==> src/rtl/serv_csr_xfer.sv <==
// serv_csr_xfer: moves one 32-bit CSR word between a host port and the
// bit-serial CSR datapath of a SERV core, stalling the core while shifting.
// Optional build macro SERV_CSR_XFER_TIMEOUT_EN adds a bounded wait for core
// idle; without it the wait is unbounded and o_host_err is tied to 0.
module serv_csr_xfer #(
   parameter int unsigned TIMEOUT_CYCLES = 255
) (
   input  logic        i_clk,
   input  logic        i_rst_n,
   input  logic        i_host_req,
   input  logic        i_host_we,
   input  logic [1:0]  i_host_sel,
   input  logic [31:0] i_host_wdata,
   output logic        o_host_ack,
   output logic [31:0] o_host_rdata,
   output logic        o_host_err,
   input  logic        i_core_idle,
   output logic        o_core_stall,
   output logic        o_csr_en,
   output logic [1:0]  o_csr_sel,
   output logic [4:0]  o_csr_cnt,
   output logic        o_csr_wen,
   output logic        o_csr_wdat,
   input  logic        i_csr_rdat
);

   localparam int unsigned DW = 32;
   localparam int unsigned CW = 5;

   typedef enum logic [1:0] {
      S_IDLE  = 2'd0,
      S_WAIT  = 2'd1,
      S_SHIFT = 2'd2,
      S_DONE  = 2'd3
   } state_t;

   state_t         state;
   logic           we_q;
   logic [DW-1:0]  wr_q;
   logic [DW-1:0]  rd_q;

`ifdef SERV_CSR_XFER_TIMEOUT_EN
   localparam int unsigned WAIT_W = (TIMEOUT_CYCLES > 1) ? $clog2(TIMEOUT_CYCLES) : 1;
   logic [WAIT_W-1:0] wait_cnt;
`else
   // The wait is unbounded in this build, so the error flag never rises.
   assign o_host_err = 1'b0;

   // TIMEOUT_CYCLES only shapes the timeout build; this empty block keeps it referenced.
   if (TIMEOUT_CYCLES == 0) begin : g_timeout_unused
   end
`endif

   // Transfer sequencer: all outputs and datapath registers update here.
   always_ff @(posedge i_clk or negedge i_rst_n) begin
      if (!i_rst_n) begin
         state        <= S_IDLE;
         we_q         <= 1'b0;
         wr_q         <= '0;
         rd_q         <= '0;
         o_host_ack   <= 1'b0;
         o_host_rdata <= '0;
         o_core_stall <= 1'b0;
         o_csr_en     <= 1'b0;
         o_csr_sel    <= '0;
         o_csr_cnt    <= '0;
         o_csr_wen    <= 1'b0;
         o_csr_wdat   <= 1'b0;
`ifdef SERV_CSR_XFER_TIMEOUT_EN
         wait_cnt     <= '0;
         o_host_err   <= 1'b0;
`endif
      end else begin
         o_host_ack <= 1'b0;
`ifdef SERV_CSR_XFER_TIMEOUT_EN
         o_host_err <= 1'b0;
`endif
         case (state)
            S_IDLE: begin
               if (i_host_req) begin
                  we_q      <= i_host_we;
                  o_csr_sel <= i_host_sel;
                  if (i_core_idle) begin
                     // Bit 0 goes out with cnt 0, the rest waits in the shifter.
                     state        <= S_SHIFT;
                     o_csr_en     <= 1'b1;
                     o_core_stall <= 1'b1;
                     o_csr_wen    <= i_host_we;
                     o_csr_wdat   <= i_host_wdata[0];
                     wr_q         <= {1'b0, i_host_wdata[DW-1:1]};
                  end else begin
                     state <= S_WAIT;
                     wr_q  <= i_host_wdata;
                  end
               end
            end

            S_WAIT: begin
               if (i_core_idle) begin
                  state        <= S_SHIFT;
                  o_csr_en     <= 1'b1;
                  o_core_stall <= 1'b1;
                  o_csr_wen    <= we_q;
                  o_csr_wdat   <= wr_q[0];
                  wr_q         <= {1'b0, wr_q[DW-1:1]};
`ifdef SERV_CSR_XFER_TIMEOUT_EN
                  wait_cnt     <= '0;
`endif
               end
`ifdef SERV_CSR_XFER_TIMEOUT_EN
               else if (wait_cnt == WAIT_W'(TIMEOUT_CYCLES - 1)) begin
                  // Give up without touching the CSR datapath.
                  state        <= S_DONE;
                  o_host_ack   <= 1'b1;
                  o_host_err   <= 1'b1;
                  o_host_rdata <= '0;
                  o_core_stall <= 1'b1;
                  wait_cnt     <= '0;
               end else begin
                  wait_cnt <= wait_cnt + WAIT_W'(1);
               end
`endif
            end

            S_SHIFT: begin
               // Read bits arrive LSB first and enter at the top.
               rd_q      <= {i_csr_rdat, rd_q[DW-1:1]};
               o_csr_cnt <= o_csr_cnt + CW'(1);
               if (o_csr_cnt == CW'(DW - 1)) begin
                  state        <= S_DONE;
                  o_csr_en     <= 1'b0;
                  o_csr_wen    <= 1'b0;
                  o_csr_wdat   <= 1'b0;
                  o_host_ack   <= 1'b1;
                  o_host_rdata <= {i_csr_rdat, rd_q[DW-1:1]};
               end else begin
                  o_csr_wdat <= wr_q[0];
                  wr_q       <= {1'b0, wr_q[DW-1:1]};
               end
            end

            S_DONE: begin
               state        <= S_IDLE;
               o_core_stall <= 1'b0;
            end

            default: state <= S_IDLE;
         endcase
      end
   end

endmodule

==> config.mk <==
export PLATFORM = sky130hd
export DESIGN_NAME = serv_csr_xfer
export DESIGN_NICKNAME = d
export VERILOG_FILES = /design/src/rtl/serv_csr_xfer.sv
export SDC_FILE = /design/constraint.sdc
export NUM_CORES = 1
export LEC_CHECK = 0
export BUFFER_PORTS_ARGS = -buffer_cell sky130_fd_sc_hd__buf_2
export CORE_MARGIN = 4
export CORE_UTILIZATION = 50
export CTS_CLUSTER_DIAMETER = 30
export DETAILED_ROUTE_END_ITERATION = 6
export PLACE_DENSITY_LB_ADDON = 0.25
export SLEW_MARGIN = 40
export SYNTH_ARGS = -nofsm -noshare
export SYNTH_HDL_FRONTEND = slang
export SYNTH_SLANG_ARGS = --single-unit
==> constraint.sdc <==
create_clock -name i_clk -period 2.3 [get_ports i_clk]
set_input_delay 0.575 -clock i_clk [delete_from_list [all_inputs] [get_ports i_clk]]
set_output_delay 0.575 -clock i_clk [all_outputs]
set_load 0.005 [all_outputs]
# Yosys cells after proc, flatten, opt, wreduce, memory -nomap -nowiden
# Cells that the tools add are included.
# word_totals
regBits	111
output_inout_bits	45
# classes
n_addsub	1
n_eq_ne	9
muxes	28
n_reduce_logical	11
# ops
cell	n
$mux 32	4
$pmux 32 s3	1
$mux 1	14
$pmux 1 s3	4
$ne 2x2->1 const B	5
$mux 2	4
$pmux 2 s4	1
$reduce_and 4->1	2
$reduce_and 2->1	3
$reduce_and 3->1	2
$reduce_bool 3->1	2
$add 5x1->5 const B	1
$eq 5x5->1 const B	1
$reduce_and 5->1	1
$eq 2x2->1 const B	2
$eq 2x1->1 const B	1
$logic_not 2->1	1

# Logic depth before layout (Yosys ltp)
# depth
ltp_word	3
depth_mapped	8
depth_no_buf	7

# Worst setup path after synthesis
# No wires, ideal clock.
# synth_path
kind	register to register
start	reg o_csr_cnt[0]
end	reg wr_q[10]
arrival_time_ns	2.106
required_ns	2.175
path_slack_ns	0.069
stages_incl_launch_ff	9
n_path_buf	1
path_cell_list	dfrtp_1 > ha_1 > and3_1 > ha_1 > nand2_4 > inv_2 > nor4_4 > buf_6 > mux2_2
# synth_via
elab_chain_len	3
# synth_rtl
element	line	source
start, declared	21	output logic [4:0] o_csr_cnt,
start signal, assigned	128	o_csr_cnt <= o_csr_cnt + CW'(1);
$eq 5x5->1	129	if (o_csr_cnt == CW'(DW - 1)) begin
$ne 2x2->1 (no source line)	-	
$reduce_and 4->1 (no source line)	-	
end signal, assigned	93	wr_q <= i_host_wdata;
end signal, assigned	105	wr_q <= {1'b0, wr_q[DW-1:1]};
end signal, assigned	138	wr_q <= {1'b0, wr_q[DW-1:1]};
end, declared	39	logic [DW-1:0] wr_q;
# No other way between the ends.
# A chain may end at the register's enable or synchronous reset.

# Final worst setup path
# layout_path
start	reg o_csr_cnt[0]
end	reg wr_q[3]
# The elaborated chain is that of the path after synthesis.

==> results.toml <==
[synth]
yosysWarnings = 0
synthCells = 374
synth.avg_cell_area_um2 = 13.2
synth.net_count = 422
ys_ff_latch = 110
synth_ff_type = "dfrtp_1"
syn_area_um2 = 4950
synth.yosys.seq_area_share_pct = 55.6
ys_types = 33
synth_edf_count = 0
async_reset_ff_share_pct = 100

[clocking]
clock-sinks = 110
ctsRootBufferMaster = "clkbuf_8"
max-clock-path-buffers = 2
post_cts_buffers = 0
clkSlewWorstSetupHoldPaths_ps = 110
numCtsBuffers = 9
clk_latency_ps = 360
htree_levels = 3
cts_tree = "built"
post_cts_resize_count = 0

[timing]
fin_crit_ps = 2160
max_slew.worst_pin.slew_ps = 519
finalSetupViolCount = 0
worst_clock_skew_ps = 15.4
fin_crit_sh_pct = 94.1
rsz0062_at_grt = "no"
max_freq_ghz = 0.462
finalSetupTns_ps = 0
maxSlewViolCount = 0
finalHoldViolations = 0
slew_headroom_pct = 65.4

[power_and_ir_drop]
comb_power_share_pct = 41.3
internal_power_mw = 4.75
power_frac_seq_pct = 41.8
ir_worst_vdd_v = 0.000642
swShare_pct = 34.1
pwr-share-clk_pct = 16.8
leakagePower_nw = 2.96
power.switching_mw = 2.45
powerDensity_nw_per_um2 = 1240

[die]
die_y_um = 108
rows = 36
die_w_um = 108
fp.dieArea_um2 = 11600
coreArea_um2 = 9730
io_pins = 85
initial_utilization_pct = 50.9

[setup_path]
setup.worst_path.end_class = "flop"
worstSetupPathType = "reg2reg"
worstSetupStartpoint = "o_csr_cnt[0]"
cp_max_fo = 16
critPathRequiredTime_ps = 2540
worstSetupStartpointType = "flop"
critical_path.slowest_cell = "dfrtp_1"
crit_top_cell = "ha_1"
critPathMaxStageDelay_ps = 430
rr_worst_depth = 8
worstPathArrival_ps = 2410
rrSetupSlack_ps = 140
rr_endpoint = "wr_q[3]"
rr_startpoint = "o_csr_cnt[0]"
crit_path_cell_trace = "ha_1 -> and3_1 -> ha_1 -> nand2_4 -> inv_2 -> nor4_4 -> clkbuf_16 -> mux2_2"
cp-endpoint = "wr_q[3]"

[global_route]
grt_pass1_vias = 3135
grt_pass1_wl_mm = 14.9
grt_max_degree = 69
antenna_found_initial = 0
grt.overflow.total = 0
grt_usage_pct = 16.0

[detailed_routing]
wl_per_cell_um = 15.1
wl_met2_mm = 4.32
route.met3.wl_um = 438
routed_wl_mm = 8.97
wl_met1_mm = 4.11
num_vias = 3048
dr.pass1.iters = 4
via_per_inst = 5.12
dr.max_layer_used = "met4"
drtAntennaViolNets = 0
drc = 0
drtIter0Drc = 105

[cells_and_area]
diodes = 0
mostFrequentLayoutCells = "dfrtp_1, buf_2, mux2_2, mux2i_1, nand2_1"
final_core_util_pct = 59.6
synthToLayoutAreaGrowth_pct = 16.9
drive_gt1_share_pct = 42.0
final_common_cell = "dfrtp_1"
nNetsFinal = 505

[placed_design]
numPortBuffers = 83
gp_congestion = 0.723
dp_hpwl_mm = 6.20

[run_status]
status = "finished clean"

[worst_hold_path]
hp-class = "in2async"

[flow_run]
max-cap-violations = 0
==> worst max-delay path, delay by kind of cell, from the launching register on <==
family / cells / cell delay [ps]
multiplexers: 1 / 330
buffers and inverters: 2 / 320
flip-flops: 1 / 430
AND/OR/NAND/NOR: 3 / 510
adder cells (fa/ha/maj): 2 / 450
==> metal layers <==
| metal | track usage, % | up-vias |
|---|---|---|
| li1 | - | 1483 |
| met1 | 21.9 | 1498 |
| met2 | 25.9 | 60 |
| met3 | 3.30 | 7 |
| met4 | 4.87 | 0 |
| met5 | 0 | - |
==> cell families after synthesis <==
kind of cell / after synthesis / synth area share [%]
AO/OA/AOI/OAI: 40 / 4.39
AND/OR/NAND/NOR: 49 / 4.75
XOR/XNOR: 3 / 0.530
adder cells (fa/ha/maj): 8 / 2.02
buffers and inverters: 28 / 2.85
multiplexers: 135 / 29.8
other: 1 / 0.0757
flip-flops: 110 / 55.6
==> how the worst min path moves through the flow <==
stage                         from           end  slack, ps  cells after the start
after global routing       i_rst_n          we_q        200                      1
after global placement        we_q          we_q        470                      2
final                      i_rst_n       wr_q[3]        180                      1
after CTS                  i_rst_n          we_q        180                      1
after floorplan            i_rst_n  o_core_stall        280                      0
after detailed placement  wr_q[19]      wr_q[19]        480                      1
==> flip-flops by register name, indices dropped and copies added, names as in the netlist <==
name	count
o_core_stall	1
o_csr_cnt	5
o_csr_en	1
o_csr_sel	2
o_csr_wdat	1
o_csr_wen	1
o_host_ack	1
o_host_rdata	32
rd_q	31
state	2
we_q	1
wr_q	32
==> what timing repair did <==
action / CTS / global route
endpoints found under the setup margin: 0 / 3
hold endpoints to repair: 0 / 0
hold buffers: 0 / 0
==> final cells by class <==
cell class | instances | area (um2)
clock buffers | 10 | 138
clock inverters | 6 | 75.1
fillers | 815 | 3940
inverters | 7 | 26.3
multi-input cells | 236 | 2060
flip-flops and latches | 110 | 2750
well taps | 133 | 166
repair buffers | 93 | 573
==> synth_stat cells (3+ instances only) <==
cell | n | area, um2
buf_6 | 3 | 33.8
mux2i_1 | 34 | 340
mux2_1 | 20 | 225
mux2_2 | 81 | 912
a31oi_1 | 3 | 18.8
nand2_1 | 34 | 128
ha_1 | 8 | 100
nor2b_1 | 3 | 18.8
o21ai_0 | 33 | 165
buf_2 | 8 | 40.0
inv_1 | 6 | 22.5
dfrtp_1 | 110 | 2750
clkbuf_1 | 7 | 26.3
==> power by group through the flow <==
stage / Clock, mW / Sequential [mW] / Combinational, mW
after floorplan: 0 / 2.96 / 2.27
after global placement: 0 / 3.02 / 2.82
after detailed placement: 0 / 3.05 / 2.94
after CTS: 1.26 / 3.02 / 2.95
after global routing: 1.34 / 3.10 / 3.34
final: 1.21 / 3.01 / 2.97
==> per-stage QoR <==
| stage | setup WS (ps) | total power [mW] | hold slack, ps | std cells | instance area (um2) |
|---|---|---|---|---|---|
| finish | 135 | 7.20 | 184 | 595 | 5790 |
| CTS | 107 | 7.23 | 179 | 594 | 5770 |
| global route | 4.68 | 7.78 | 200 | 595 | 5790 |
| global placement | 201 | 5.84 | 466 | 578 | 5560 |
| floorplan | 69.5 | 5.23 | 279 | 374 | 4950 |
| detailed placement | 137 | 5.99 | 477 | 578 | 5560 |
No activity file was read; power rests on OpenSTA's default activity.
